===== src/rtl/axi_st_pkg.sv =====
// Shared definitions for the AXI-Stream FIFO slice.
// Holds the default widths, the beat struct and a helper that sizes a beat.

`ifndef AXI_ST_DATA_W
`define AXI_ST_DATA_W 32
`endif
`ifndef AXI_ST_SYMBOL_NUM
`define AXI_ST_SYMBOL_NUM 4
`endif
`ifndef AXI_ST_TID_W
`define AXI_ST_TID_W 4
`endif
`ifndef AXI_ST_TDEST_W
`define AXI_ST_TDEST_W 4
`endif
`ifndef AXI_ST_TUSER_W
`define AXI_ST_TUSER_W 8
`endif

package axi_st_pkg;

    localparam int AXI_ST_DATA_W_DEF     = `AXI_ST_DATA_W;
    localparam int AXI_ST_SYMBOL_NUM_DEF = `AXI_ST_SYMBOL_NUM;
    localparam int AXI_ST_TID_W_DEF      = `AXI_ST_TID_W;
    localparam int AXI_ST_TDEST_W_DEF    = `AXI_ST_TDEST_W;
    localparam int AXI_ST_TUSER_W_DEF    = `AXI_ST_TUSER_W;

    // One stored beat at the default widths; field order matches the
    // flat packing used inside the FIFO (tdata in the MSBs, tuser in the LSBs).
    typedef struct packed {
        logic [AXI_ST_DATA_W_DEF-1:0]     tdata;
        logic [AXI_ST_SYMBOL_NUM_DEF-1:0] tstrb;
        logic [AXI_ST_SYMBOL_NUM_DEF-1:0] tkeep;
        logic                             tlast;
        logic [AXI_ST_TID_W_DEF-1:0]      tid;
        logic [AXI_ST_TDEST_W_DEF-1:0]    tdest;
        logic [AXI_ST_TUSER_W_DEF-1:0]    tuser;
    } axi_st_beat_t;

    // Total bits of one beat for arbitrary field widths.
    function automatic int beat_width(input int data_w, input int symbol_num,
                                      input int tid_w, input int tdest_w,
                                      input int tuser_w);
        return data_w + 2 * symbol_num + 1 + tid_w + tdest_w + tuser_w;
    endfunction

endpackage


===== src/rtl/axi_st_if.sv =====
// AXI-Stream bundle with master/slave views.
// Handshake: a beat transfers on a rising clk edge where tvalid && tready;
// the master holds tvalid and payload stable until that edge, and tvalid
// never depends on tready.

interface axi_st #(
    parameter int DATA_W     = `AXI_ST_DATA_W,
    parameter int SYMBOL_NUM = `AXI_ST_SYMBOL_NUM,
    parameter int TID_W      = `AXI_ST_TID_W,
    parameter int TDEST_W    = `AXI_ST_TDEST_W,
    parameter int TUSER_W    = `AXI_ST_TUSER_W
);
    logic                  tvalid;
    logic                  tready;
    logic [DATA_W-1:0]     tdata;
    logic [SYMBOL_NUM-1:0] tstrb;
    logic [SYMBOL_NUM-1:0] tkeep;
    logic                  tlast;
    logic [TID_W-1:0]      tid;
    logic [TDEST_W-1:0]    tdest;
    logic [TUSER_W-1:0]    tuser;

    modport master (
        output tvalid, tdata, tstrb, tkeep, tlast, tid, tdest, tuser,
        input  tready
    );

    modport slave (
        input  tvalid, tdata, tstrb, tkeep, tlast, tid, tdest, tuser,
        output tready
    );
endinterface


===== src/rtl/axi_st_fifo_ram.sv =====
// Beat storage: synchronous write, asynchronous read, no reset on the array.

module axi_st_fifo_ram #(
    parameter int DEPTH = 16,
    parameter int WIDTH = 8
) (
    input  logic                     clk,
    input  logic                     we,
    input  logic [$clog2(DEPTH)-1:0] waddr,
    input  logic [WIDTH-1:0]         wdata,
    input  logic [$clog2(DEPTH)-1:0] raddr,
    output logic [WIDTH-1:0]         rdata
);
    logic [WIDTH-1:0] mem [DEPTH];

    // Write the incoming beat into its slot on an accepted push.
    always_ff @(posedge clk) begin
        if (we) begin
            mem[waddr] <= wdata;
        end
    end

    assign rdata = mem[raddr];
endmodule


===== src/rtl/axi_st_fifo.sv =====
// AXI-Stream FIFO with optional store-and-forward on TLAST.
// Output beat comes straight from the storage read port (cut-through latency
// of one cycle); tready and the flags come only from registers.

module axi_st_fifo
    import axi_st_pkg::*;
#(
    parameter int DATA_W      = `AXI_ST_DATA_W,
    parameter int SYMBOL_NUM  = `AXI_ST_SYMBOL_NUM,
    parameter int TID_W       = `AXI_ST_TID_W,
    parameter int TDEST_W     = `AXI_ST_TDEST_W,
    parameter int TUSER_W     = `AXI_ST_TUSER_W,
    parameter int DEPTH       = 16,
    parameter int PACKET_MODE = 0
) (
    input  logic                   clk,
    input  logic                   rst_n,
    axi_st.slave                   s,
    axi_st.master                  m,
    output logic [$clog2(DEPTH):0] level,
    output logic                   full,
    output logic                   empty
);
    localparam int AW = $clog2(DEPTH);
    localparam int LW = AW + 1;
    localparam int BW = beat_width(DATA_W, SYMBOL_NUM, TID_W, TDEST_W, TUSER_W);

    logic [AW-1:0] wr_ptr_q, rd_ptr_q;
    logic [LW-1:0] level_q, level_d;
    logic [LW-1:0] pkt_cnt_q, pkt_cnt_d;
    logic          tready_q;
    logic          push, pop, push_last, pop_last;
    logic          m_valid;
    logic [BW-1:0] wr_beat, rd_beat;

    assign push      = s.tvalid && tready_q;
    assign pop       = m_valid && m.tready;
    assign push_last = push && s.tlast;
    assign pop_last  = pop && m.tlast;

    assign full  = (level_q == LW'(DEPTH));
    assign empty = (level_q == '0);
    assign level = level_q;

    // Store-and-forward holds output until a whole packet is inside, unless
    // the FIFO is full: then a packet longer than DEPTH must be let through.
    assign m_valid  = (PACKET_MODE != 0) ? (!empty && ((pkt_cnt_q != '0) || full))
                                         : !empty;
    assign m.tvalid = m_valid;
    assign s.tready = tready_q;

    assign wr_beat = {s.tdata, s.tstrb, s.tkeep, s.tlast, s.tid, s.tdest, s.tuser};
    assign {m.tdata, m.tstrb, m.tkeep, m.tlast, m.tid, m.tdest, m.tuser} = rd_beat;

    axi_st_fifo_ram #(
        .DEPTH (DEPTH),
        .WIDTH (BW)
    ) u_ram (
        .clk   (clk),
        .we    (push),
        .waddr (wr_ptr_q),
        .wdata (wr_beat),
        .raddr (rd_ptr_q),
        .rdata (rd_beat)
    );

    // Next occupancy and complete-packet count; simultaneous events cancel.
    always_comb begin
        level_d   = level_q;
        pkt_cnt_d = pkt_cnt_q;
        case ({push, pop})
            2'b10:   level_d = level_q + LW'(1);
            2'b01:   level_d = level_q - LW'(1);
            default: level_d = level_q;
        endcase
        case ({push_last, pop_last})
            2'b10:   pkt_cnt_d = pkt_cnt_q + LW'(1);
            2'b01:   pkt_cnt_d = pkt_cnt_q - LW'(1);
            default: pkt_cnt_d = pkt_cnt_q;
        endcase
    end

    // Pointers, counters and a registered tready that looks one edge ahead.
    always_ff @(posedge clk or negedge rst_n) begin
        if (!rst_n) begin
            wr_ptr_q  <= '0;
            rd_ptr_q  <= '0;
            level_q   <= '0;
            pkt_cnt_q <= '0;
            tready_q  <= 1'b0;
        end else begin
            if (push) begin
                wr_ptr_q <= wr_ptr_q + AW'(1);
            end
            if (pop) begin
                rd_ptr_q <= rd_ptr_q + AW'(1);
            end
            level_q   <= level_d;
            pkt_cnt_q <= pkt_cnt_d;
            tready_q  <= (level_d != LW'(DEPTH));
        end
    end
endmodule


===== src/flat_wrapper.sv =====
// flat-port wrapper written by rule: the top's interface ports become plain ports
module axi_st_fifo_flat import axi_st_pkg::*;
#(
    parameter int DATA_W      = `AXI_ST_DATA_W,
    parameter int SYMBOL_NUM  = `AXI_ST_SYMBOL_NUM,
    parameter int TID_W       = `AXI_ST_TID_W,
    parameter int TDEST_W     = `AXI_ST_TDEST_W,
    parameter int TUSER_W     = `AXI_ST_TUSER_W,
    parameter int DEPTH       = 16,
    parameter int PACKET_MODE = 0
)
  (clk, rst_n, level, full, empty, s_tvalid, s_tdata, s_tstrb, s_tkeep, s_tlast, s_tid, s_tdest, s_tuser, s_tready, m_tvalid, m_tdata, m_tstrb, m_tkeep, m_tlast, m_tid, m_tdest, m_tuser, m_tready);
  axi_st #(.DATA_W(DATA_W), .SYMBOL_NUM(SYMBOL_NUM), .TID_W(TID_W), .TDEST_W(TDEST_W), .TUSER_W(TUSER_W)) s_i ();
  axi_st #(.DATA_W(DATA_W), .SYMBOL_NUM(SYMBOL_NUM), .TID_W(TID_W), .TDEST_W(TDEST_W), .TUSER_W(TUSER_W)) m_i ();
  input  logic clk;
  input  logic rst_n;
  output logic [$clog2(DEPTH):0] level;
  output logic full;
  output logic empty;
  input wire logic [$bits(s_i.tvalid)-1:0] s_tvalid;
  input wire logic [$bits(s_i.tdata)-1:0] s_tdata;
  input wire logic [$bits(s_i.tstrb)-1:0] s_tstrb;
  input wire logic [$bits(s_i.tkeep)-1:0] s_tkeep;
  input wire logic [$bits(s_i.tlast)-1:0] s_tlast;
  input wire logic [$bits(s_i.tid)-1:0] s_tid;
  input wire logic [$bits(s_i.tdest)-1:0] s_tdest;
  input wire logic [$bits(s_i.tuser)-1:0] s_tuser;
  output wire logic [$bits(s_i.tready)-1:0] s_tready;
  output wire logic [$bits(m_i.tvalid)-1:0] m_tvalid;
  output wire logic [$bits(m_i.tdata)-1:0] m_tdata;
  output wire logic [$bits(m_i.tstrb)-1:0] m_tstrb;
  output wire logic [$bits(m_i.tkeep)-1:0] m_tkeep;
  output wire logic [$bits(m_i.tlast)-1:0] m_tlast;
  output wire logic [$bits(m_i.tid)-1:0] m_tid;
  output wire logic [$bits(m_i.tdest)-1:0] m_tdest;
  output wire logic [$bits(m_i.tuser)-1:0] m_tuser;
  input wire logic [$bits(m_i.tready)-1:0] m_tready;
  assign s_i.tvalid = s_tvalid;
  assign s_i.tdata = s_tdata;
  assign s_i.tstrb = s_tstrb;
  assign s_i.tkeep = s_tkeep;
  assign s_i.tlast = s_tlast;
  assign s_i.tid = s_tid;
  assign s_i.tdest = s_tdest;
  assign s_i.tuser = s_tuser;
  assign s_tready = s_i.tready;
  assign m_tvalid = m_i.tvalid;
  assign m_tdata = m_i.tdata;
  assign m_tstrb = m_i.tstrb;
  assign m_tkeep = m_i.tkeep;
  assign m_tlast = m_i.tlast;
  assign m_tid = m_i.tid;
  assign m_tdest = m_i.tdest;
  assign m_tuser = m_i.tuser;
  assign m_i.tready = m_tready;
  axi_st_fifo #(.DATA_W(DATA_W), .SYMBOL_NUM(SYMBOL_NUM), .TID_W(TID_W), .TDEST_W(TDEST_W), .TUSER_W(TUSER_W), .DEPTH(DEPTH), .PACKET_MODE(PACKET_MODE)) u_core (.clk(clk), .rst_n(rst_n), .s(s_i), .m(m_i), .level(level), .full(full), .empty(empty));
endmodule

===== config.mk =====
export PLATFORM = sky130hd
export DESIGN_NAME = axi_st_fifo_flat
export DESIGN_NICKNAME = d
export VERILOG_FILES = /design/src/rtl/axi_st_pkg.sv /design/src/rtl/axi_st_if.sv /design/src/rtl/axi_st_fifo_ram.sv /design/src/rtl/axi_st_fifo.sv /design/src/flat_wrapper.sv
export SDC_FILE = /design/constraint.sdc
export NUM_CORES = 1
export LEC_CHECK = 0
export BUFFER_PORTS_ARGS = -buffer_cell sky130_fd_sc_hd__clkbuf_2
export CAP_MARGIN = 20
export CORE_ASPECT_RATIO = 1.1
export CORE_MARGIN = 5
export CORE_UTILIZATION = 38
export DETAILED_ROUTE_END_ITERATION = 10
export PLACE_DENSITY = 0.59
export SLEW_MARGIN = 20
export SYNTH_ARGS = -nofsm -noshare
export SYNTH_HDL_FRONTEND = slang
export SYNTH_HIERARCHICAL = 1
export SYNTH_SLANG_ARGS = --single-unit

===== constraint.sdc =====
create_clock -name clk -period 7.61 [get_ports clk]
set_input_delay 0.761 -clock clk [delete_from_list [all_inputs] [get_ports clk]]
set_output_delay 0.761 -clock clk [all_outputs]
set_load 0.03 [all_outputs]

# After elaboration in Yosys (flattened, before gate mapping)
# Memory sizes are Yosys's and may differ from the RTL's.
# Cells that the tools add are included.
[word_totals]
register_bits = 14
input_bits = 61
output_inout_bits = 66
word_cells = 20
mem_count = 1
mem_bits_rw = 912
[memory_table]
columns = ["name", "words", "width", "rd", "rd_ports_with_merged_regs", "wr", "line", "source"]
rows = [
  ["u_core.u_ram.mem", 16, 57, 1, 0, 1, "axi_st_fifo_ram.sv:14", "logic [WIDTH-1:0] mem [DEPTH];"],
]
[classes]
reduce_logical = 4
muxes = 3
eq_ne = 4
n_addsub = 4
[op_table]
columns = ["op", "count"]
rows = [
  ["one-hot mux 5 bit (2 select lines)", 1],
  ["adder 4 x 1 -> 4 bit (second input constant)", 2],
  ["adder 5 x 1 -> 5 bit (second input constant)", 1],
  ["equality test 5 bit (second input constant)", 1],
  ["logical NOT 5 bit", 1],
  ["!= test 5 bit (second input constant)", 1],
  ["subtractor 5 x 1 -> 5 bit (second input constant)", 1],
  ["equality test 2 x 1 -> 1 bit (second input constant)", 1],
  ["equality test 2 bit (second input constant)", 1],
  ["logical AND 1 bit", 2],
  ["2-to-1 mux 1 bit", 2],
  ["logical NOT 1 bit", 1],
]

# Logic depth before layout (Yosys ltp)
# Gate-level depths: netlist (run 1).
[logic_depth]
word_depth = 6
ltp_mapped = 8
mapped_depth_nobuf = 8

# Modules after synthesis
# The synthesis (run 1) kept the hierarchy.
[modules_own_cells]
columns = ["mod", "seq_area_each_um2", "area_per_inst_um2", "n_inst", "cells_each"]
rows = [
  ["axi_st_fifo_ram", 27386.3, 34112.7, 1, 1413],
  ["axi_st_fifo", 350.3, 790.8, 1, 67],
]

# Worst setup path before layout (run 1)
# No wires, ideal clock.
[synth_timing]
path_type = "input port to flip-flop"
startpoint = "input s_tvalid"
endpoint = "memory u_core/u_ram/mem[0][0] (netlist bit), enable pin"
setup_ns = 0.542
stages = 4
arrival_time_ns = 5.396
path_buffers = 0
required_time_ns = 7.068
slack_ns = 1.672
cell_sequence = "nand2_1 inv_1 or3b_2 nor3_1"
[synth_between]
elab_chain_len = 3
[synth_rtl]
columns = ["item", "line", "source"]
rows = [
  ["from (decl)", "flat_wrapper.sv:20", "input wire logic [$bits(s_i.tvalid)-1:0] s_tvalid;"],
  ["logical AND 1 bit", "axi_st_fifo.sv:36", "assign push = s.tvalid && tready_q;"],
  ["net u_core.push", "axi_st_fifo.sv:32", "logic push, pop, push_last, pop_last;"],
  ["2-to-1 mux 1 bit", "axi_st_fifo_ram.sv:18", "if (we) begin"],
  ["2-to-1 mux 1 bit (not written as such)", "axi_st_fifo_ram.sv:19", "mem[waddr] <= wdata;"],
  ["to (decl)", "axi_st_fifo_ram.sv:14", ""],
]
# The timed path passes the listed nets, and every way through them passes these cells.

# Final worst setup path (run 1)
[layout_timing]
startpoint = "register u_core.rd_ptr_q[3]"
endpoint = "output m_tdata[3]"
[layout_between]
elab_chain_len = 1
[layout_rtl]
columns = ["item", "line", "source"]
rows = [
  ["from (decl)", "axi_st_fifo.sv:28", "logic [AW-1:0] wr_ptr_q, rd_ptr_q;"],
  ["from (signal assigned)", "axi_st_fifo.sv:96", "rd_ptr_q <= rd_ptr_q + AW'(1);"],
  ["memory (16 x 57 bit)", "n/a", ""],
  ["to (decl)", "flat_wrapper.sv:30", "output wire logic [$bits(m_i.tdata)-1:0] m_tdata;"],
]
# No other way between the ends.

==> results of run 1 <==
==> power groups by stage <==
stage	sequential [mW]	clock, mW	combinational, mW
finish	6.45	4.46	4.87
global route	6.50	4.79	5.22
detailed placement	6.56	0	4.98
CTS	6.46	4.58	4.99
global placement	6.53	0	4.96
floorplan	6.47	0	3.47
==> cells by family after synthesis <==
logic type | Yosys count | share of synthesized area [%]
xor+xnor | 9 | 0.226
simple gates | 101 | 1.31
buf+inv | 80 | 1.17
compound gates | 125 | 2.71
fa+ha+maj | 7 | 0.272
flops | 926 | 79.5
mux | 232 | 14.8
==> per-layer routing <==
layer,track usage [%],share of wire [%],up-vias
met2,26.9,49,448
met5,0,0.016,-
li1,-,-,6729
met4,3.61,1.5,2
met1,22.6,44,8887
met3,3.15,5.8,98
==> registers in the layout, summed over array words and instances (netlist names) <==
name and cells:
u_core/level 5, u_core/s.tready 1, u_core/wr_ptr_q 4, u_core/u_ram/mem 912, u_core/rd_ptr_q 4
==> synthesized netlist by cell type <==
| master | n | area share (%) |
|---|---|---|
| xor2_1 | 2 | 0.050 |
| nand3_1 | 3 | 0.043 |
| buf_6 | 3 | 0.097 |
| buf_4 | 21 | 0.45 |
| clkbuf_1 | 36 | 0.39 |
| o211ai_2 | 1 | 0.036 |
| nor2b_1 | 2 | 0.036 |
| nor3b_1 | 3 | 0.065 |
| buf_1 | 10 | 0.11 |
| buf_2 | 6 | 0.086 |
| nor3_1 | 5 | 0.072 |
| o21ai_0 | 2 | 0.029 |
| dfrtp_1 | 14 | 1.0 |
| o311ai_1 | 1 | 0.025 |
| a2111o_1 | 1 | 0.032 |
| fa_1 | 1 | 0.057 |
| inv_1 | 4 | 0.043 |
| nand4_1 | 2 | 0.036 |
| nor2_1 | 13 | 0.14 |
| xnor2_1 | 7 | 0.18 |
| nand2b_1 | 2 | 0.036 |
| nand3b_1 | 2 | 0.043 |
| or3b_2 | 1 | 0.025 |
| and2_1 | 2 | 0.036 |
| or4b_1 | 1 | 0.029 |
| ha_1 | 6 | 0.22 |
| nor4_4 | 1 | 0.061 |
| a21oi_1 | 3 | 0.043 |
| mux2_2 | 4 | 0.13 |
| edfxtp_1 | 912 | 78 |
| a21boi_2 | 1 | 0.032 |
| nand2_1 | 64 | 0.69 |
| mux4_2 | 228 | 15 |
| a21o_1 | 1 | 0.022 |
| o2111ai_2 | 1 | 0.043 |
| a22oi_1 | 114 | 2.5 |
==> cell type report <==
class / count / area [sq um] / area share [%]
Clock inverter: 57 / 598 / 1.49
Inverter: 4 / 15.0 / 0.0375
Clock buffer: 111 / 2370 / 5.93
Multi-Input combinational cell: 474 / 6890 / 17.2
Sequential cell: 926 / 27700 / 69.3
Antenna cell: 7 / 17.5 / 0.0437
Tap cell: 1180 / 1480 / 3.69
Timing Repair Buffer: 161 / 928 / 2.32
==> timing repair <==
item,CTS,global route
hold buffers,1,0
endpoints found under the hold margin,3,0
gates resized for setup,0,0
==> stage by stage <==
stage               instance area (sq um)  hold WS (ns)  setup slack (ns)
finish                              40000         0.513              3.32
global route                        40000         0.501              3.19
CTS                                 40000         0.469              3.10
detailed placement                  37000         0.560              3.80
global placement                    37000         0.529              3.80
floorplan                           34900         0.465              1.67
==> final timing paths <==
path                                     endpoint  slack (ns)                from  depth (start not counted)
min reg2reg                    u_core/wr_ptr_q[3]        0.57  u_core/wr_ptr_q[3]                          1
min                            u_core/wr_ptr_q[0]        0.51            s_tvalid                          3
max                                    m_tdata[3]        3.32  u_core/rd_ptr_q[3]                          5
max in group asynchronous      u_core/rd_ptr_q[0]        6.73               rst_n                          2
min in group asynchronous         u_core/level[4]        0.58               rst_n                          2
max reg2reg                u_core/u_ram/mem[1][2]        4.40     u_core/s.tready                          5
==> worst max-delay path, delay by kind of cell (launching register included) <==
family	cells	cell delay, ns
compound gates	1	0.19
buf+inv	2	0.99
flops	1	0.51
simple gates	2	1.16
==> flow_summary.json, run 1 <==
{
  "hold_viol": 0,
  "core_sq_um": 91100,
  "synth.yosys.seq_area_share_pct": 79.5,
  "fmax_mhz": 233,
  "gp_congestion": 0.708,
  "syn_area_sq_um": 34900,
  "crit_path_top_delay_cell": "nor2b_4",
  "setup_viol": 0,
  "ir_drop_mv": 0.295,
  "drt-pass1-iter-count": 6,
  "rsz0062_at_grt": "false",
  "skew_ns": 0.0201,
  "synth_warnings": 6,
  "required_ns": 6.85,
  "start_util_pct": 38.3,
  "critical_path_class": "flip-flop to output port",
  "p_leak_nw": 12.7,
  "clockPowerShare_pct": 28.3,
  "die_area_sq_um": 98000,
  "synth_area_per_cell_sq_um": 23.6,
  "power_frac_seq_pct": 40.9,
  "gr-total-overflow": 0,
  "min_period_over_period_pct": 56.4,
  "p_int_mw": 10.6,
  "grt_max_degree": 133,
  "numPortBuffers": 126,
  "syn_nets": 1548,
  "avgRoutedWirePerCell_microns": 27.4,
  "maxSlewViolCount": 0,
  "status": "complete, no violations",
  "die_x_microns": 299,
  "grt_pass1_vias": 17100,
  "cts_setup_buffers": 0,
  "pwr-share-comb_pct": 30.9,
  "grt_usage_pct": 16.2,
  "worst_pin_slew_ns": 1.08,
  "period_needed_ns": 4.29,
  "antenna_found_initial": 9,
  "place_hpwl_microns": 38300,
  "mostFrequentLayoutCells": "edfxtp_1, mux4_2, clkbuf_2",
  "wirelength_microns": 79900,
  "netlist_instances": 1480,
  "cp-start-kind": "flip-flop",
  "drcViolationCount": 0,
  "clkSinkCount": 926,
  "viasPerCell": 5.54,
  "route.vias.total": 16200,
  "instances_no_fill": 2920,
  "final_common_cell": "edfxtp_1",
  "sw_frac_of_total_pct": 32.8,
  "grt_pass1_wl_microns": 117000,
  "drive_above_1_share_pct": 31.7,
  "p_sw_mw": 5.17,
  "crit_path_max_incr_delay_ns": 0.90,
  "fin_nets": 1727,
  "clock-root-buffer": "clkbuf_16",
  "path_clk_slew_ns": 0.06,
  "ys_types": 36,
  "finalPower_mw": 15.8,
  "synth-seq-cells": 926,
  "h-tree-depth": 3,
  "clk_latency_ns": 0.65,
  "area_growth_pct": 14.7,
  "io_pins": 127,
  "fillers": 7685,
  "cts_buffer_depth": 3,
  "die_h_microns": 328,
  "fin_setup_tns_ns": 0,
  "worstPathArrival_ns": 3.53,
  "maxCapViolCount": 0,
  "power_density_nw_per_um2": 394,
  "relSlewSlack_pct": 28.0,
  "cts_tree": "built",
  "numPlacedInstances": 2744,
  "drtAntennaViolNets": 0,
  "finish.utilization_pct": 43.9,
  "num_rows": 116,
  "crit_path_end_kind": "output port",
  "path_cells": "nor2b_4 > buf_4 > a22oi_1 > nand2_1 > clkbuf_2",
  "hold_path.class": "input port to flip-flop",
  "numCtsBuffers": 92,
  "cp_max_fo": 35,
  "drt-initial-drc-count": 1412
}
Note: power is estimated with default switching activity, not from simulation.
==> inputs of run 2 (changes only) <==
PLACE_DENSITY = 0.61   (was 0.59)
clock period = 3.8 ns   (was 7.61 ns; I/O delays follow)
==> run 2 against run 1 <==
  * Sequential power up 100%
  * Sequential share of layout area is 1.2 points lower
  * Total power is 100% higher
  * Hold slack worse by 0.44 ns
  * Critical path depth increased by 1
  * Sequential cell count unchanged
  * Count of clock-buffer cells in the layout decreased by 7
  * Critical path type unchanged
  * Critical endpoint is now m_tlast
  * Register-to-register slack worse by 3.5 ns
  * Clock skew is essentially flat
  * Clock power grew 110%
  * Worst setup slack got worse by 3.0 ns
  * Non-clock buffer count increased by 16
==> flow_summary.json, run 2 (same netlist as run 1, synthesis figures left out) <==
{
  "status": "complete, no violations",
  "maxCapViolCount": 0,
  "worst_pin_slew_ns": 0.788,
  "worst_slack_ns": 0.357,
  "numPortBuffers": 126,
  "grt_pass1_wl_microns": 118000,
  "rsz0062_at_grt": "false",
  "antenna_found_initial": 10,
  "io_pins": 127,
  "skew_ns": 0.0200,
  "hold_path.class": "input port to flip-flop",
  "crit_path_max_incr_delay_ns": 0.68,
  "min_period_over_period_pct": 90.6,
  "maxSlewViolCount": 0,
  "ctsResizeCount": 0,
  "numPlacedInstances": 2760,
  "finalPower_mw": 32.3,
  "min_from": "s_tvalid",
  "r2r_end": "u_core/s.tready",
  "h-tree-depth": 3,
  "worstPathArrival_ns": 3.06,
  "hold_viol": 0,
  "largest_register": "u_core/u_ram/mem",
  "clkSinkCount": 926,
  "ir_drop_mv": 0.420,
  "grt_pass1_vias": 17300,
  "drt-initial-drc-count": 1272,
  "crit_path_top_delay_cell": "dfrtp_4",
  "die_area_sq_um": 98000,
  "setup_viol": 0,
  "avgRoutedWirePerCell_microns": 27.0,
  "reg2reg_from": "u_core/level[0]",
  "rrSetupSlack_ns": 0.92,
  "largest_reg_flops": 912,
  "final_common_cell": "edfxtp_1",
  "period_needed_ns": 3.44,
  "core_sq_um": 91100,
  "gp_congestion": 0.715,
  "cts_buffer_depth": 3,
  "numCtsBuffers": 94,
  "grt_usage_pct": 16.2,
  "crit_path_end_kind": "output port",
  "power_density_nw_per_um2": 793,
  "die_x_microns": 299,
  "required_ns": 3.42,
  "viasPerCell": 5.51,
  "instances_no_fill": 2942,
  "path_cells": "buf_12 > buf_4 > mux4_2 > a22oi_1 > nand2_1 > clkbuf_2",
  "r2r_cells": 8,
  "cp_max_fo": 34,
  "place_ws_ns": 0.950,
  "clock-root-buffer": "clkbuf_16",
  "drt-pass1-iter-count": 5,
  "postCtsHoldBufs": 1,
  "whs_path_depth": 3,
  "relSlewSlack_pct": 47.3,
  "num_rows": 116,
  "start_util_pct": 38.3,
  "crit_buf_inv": 3,
  "area_growth_pct": 16.7,
  "design_area_sq_um": 40700,
  "mostFrequentLayoutCells": "edfxtp_1, mux4_2, clkbuf_2",
  "whs_endpoint": "u_core/wr_ptr_q[0]",
  "critical_path_class": "flip-flop to output port",
  "path_clk_slew_ns": 0.06,
  "wirelength_microns": 79400,
  "route.vias.total": 16200,
  "dpl_cell_area_sq_um": 37600,
  "drcViolationCount": 0,
  "fin_nets": 1745,
  "die_h_microns": 328,
  "gr-total-overflow": 0,
  "fin_setup_tns_ns": 0,
  "p_leak_nw": 13.0,
  "cts_setup_buffers": 0,
  "drtAntennaViolNets": 0,
  "drive_above_1_share_pct": 33.2,
  "place_hpwl_microns": 40700,
  "clk_latency_ns": 0.65,
  "grt_max_degree": 60,
  "fmax_mhz": 290,
  "crit_family": "buffers and inverters",
  "cp-start-kind": "flip-flop",
  "cts_tree": "built"
}
## run 2: cell types whose count changed in the layout (fill, tap and decap cells not counted), moves of 2 or more
cell       change
buf_12        +32
buf_4         -14
clkinv_2      +11
clkbuf_1      -10
diode_2        -4
nor3_2         -4
nor3_4         +4
clkbuf_16      +3
buf_6          -2
clkinv_1       +2
clkinv_4       +2
## run 2: worst max-delay path by stage
stage / cells after the start / to / startpoint / slack (ns)
detailed placement: 8 / u_core/s.tready / u_core/level[0] / 0.95
CTS: 6 / m_tdata[4] / u_core/rd_ptr_q[0] / 0.24
global route: 6 / m_tdata[4] / u_core/rd_ptr_q[0] / 0.16
finish: 6 / m_tlast / u_core/rd_ptr_q[0] / 0.36
floorplan: 4 / u_core/u_ram/mem[1][0] / u_core/s.tready / -0.41
global placement: 6 / m_tlast / u_core/rd_ptr_q[0] / 0.98
## run 2: cell type report
class | count | area [sq um]
Fill cell | 7602 | 50400
Sequential cell | 926 | 27700
Multi-Input combinational cell | 474 | 6920
Clock buffer | 104 | 2410
Tap cell | 1180 | 1480
Timing Repair Buffer | 177 | 1440
Clock inverter | 74 | 713
Inverter | 4 | 15.0
Antenna cell | 3 | 7.51
## run 2: metrics by stage
stage	utilization, %	hold WS (ns)
floorplan	-	0.0844
global placement	41.2	0.309
detailed placement	41.2	0.315
CTS	44.7	0.0404
global route	44.7	0.0903
finish	44.7	0.0756
## run 2: worst register-to-register path, stage by stage (launching register included)
cell	delay, ns
dfrtp_1	0.48
nor4_4	0.36
a21boi_2	0.17
ha_1	0.33
fa_1	0.47
a21oi_1	0.22
mux2_2	0.37
o211ai_2	0.21
o2111ai_2	0.13
## run 2: routing by layer
metal / vias up / wire, microns / GRT usage, %
met5: - / 43 / 0
met4: 8 / 1370 / 3.90
met3: 101 / 5330 / 3.79
met2: 485 / 38800 / 26.4
met1: 8844 / 33900 / 22.5
li1: 6782 / - / -
## run 2: power by group
group / internal, mW / switching (mW)
registers: 12.4 / 0.509
clock network: 5.36 / 3.87
logic: 3.94 / 6.22
total: 21.7 / 10.6
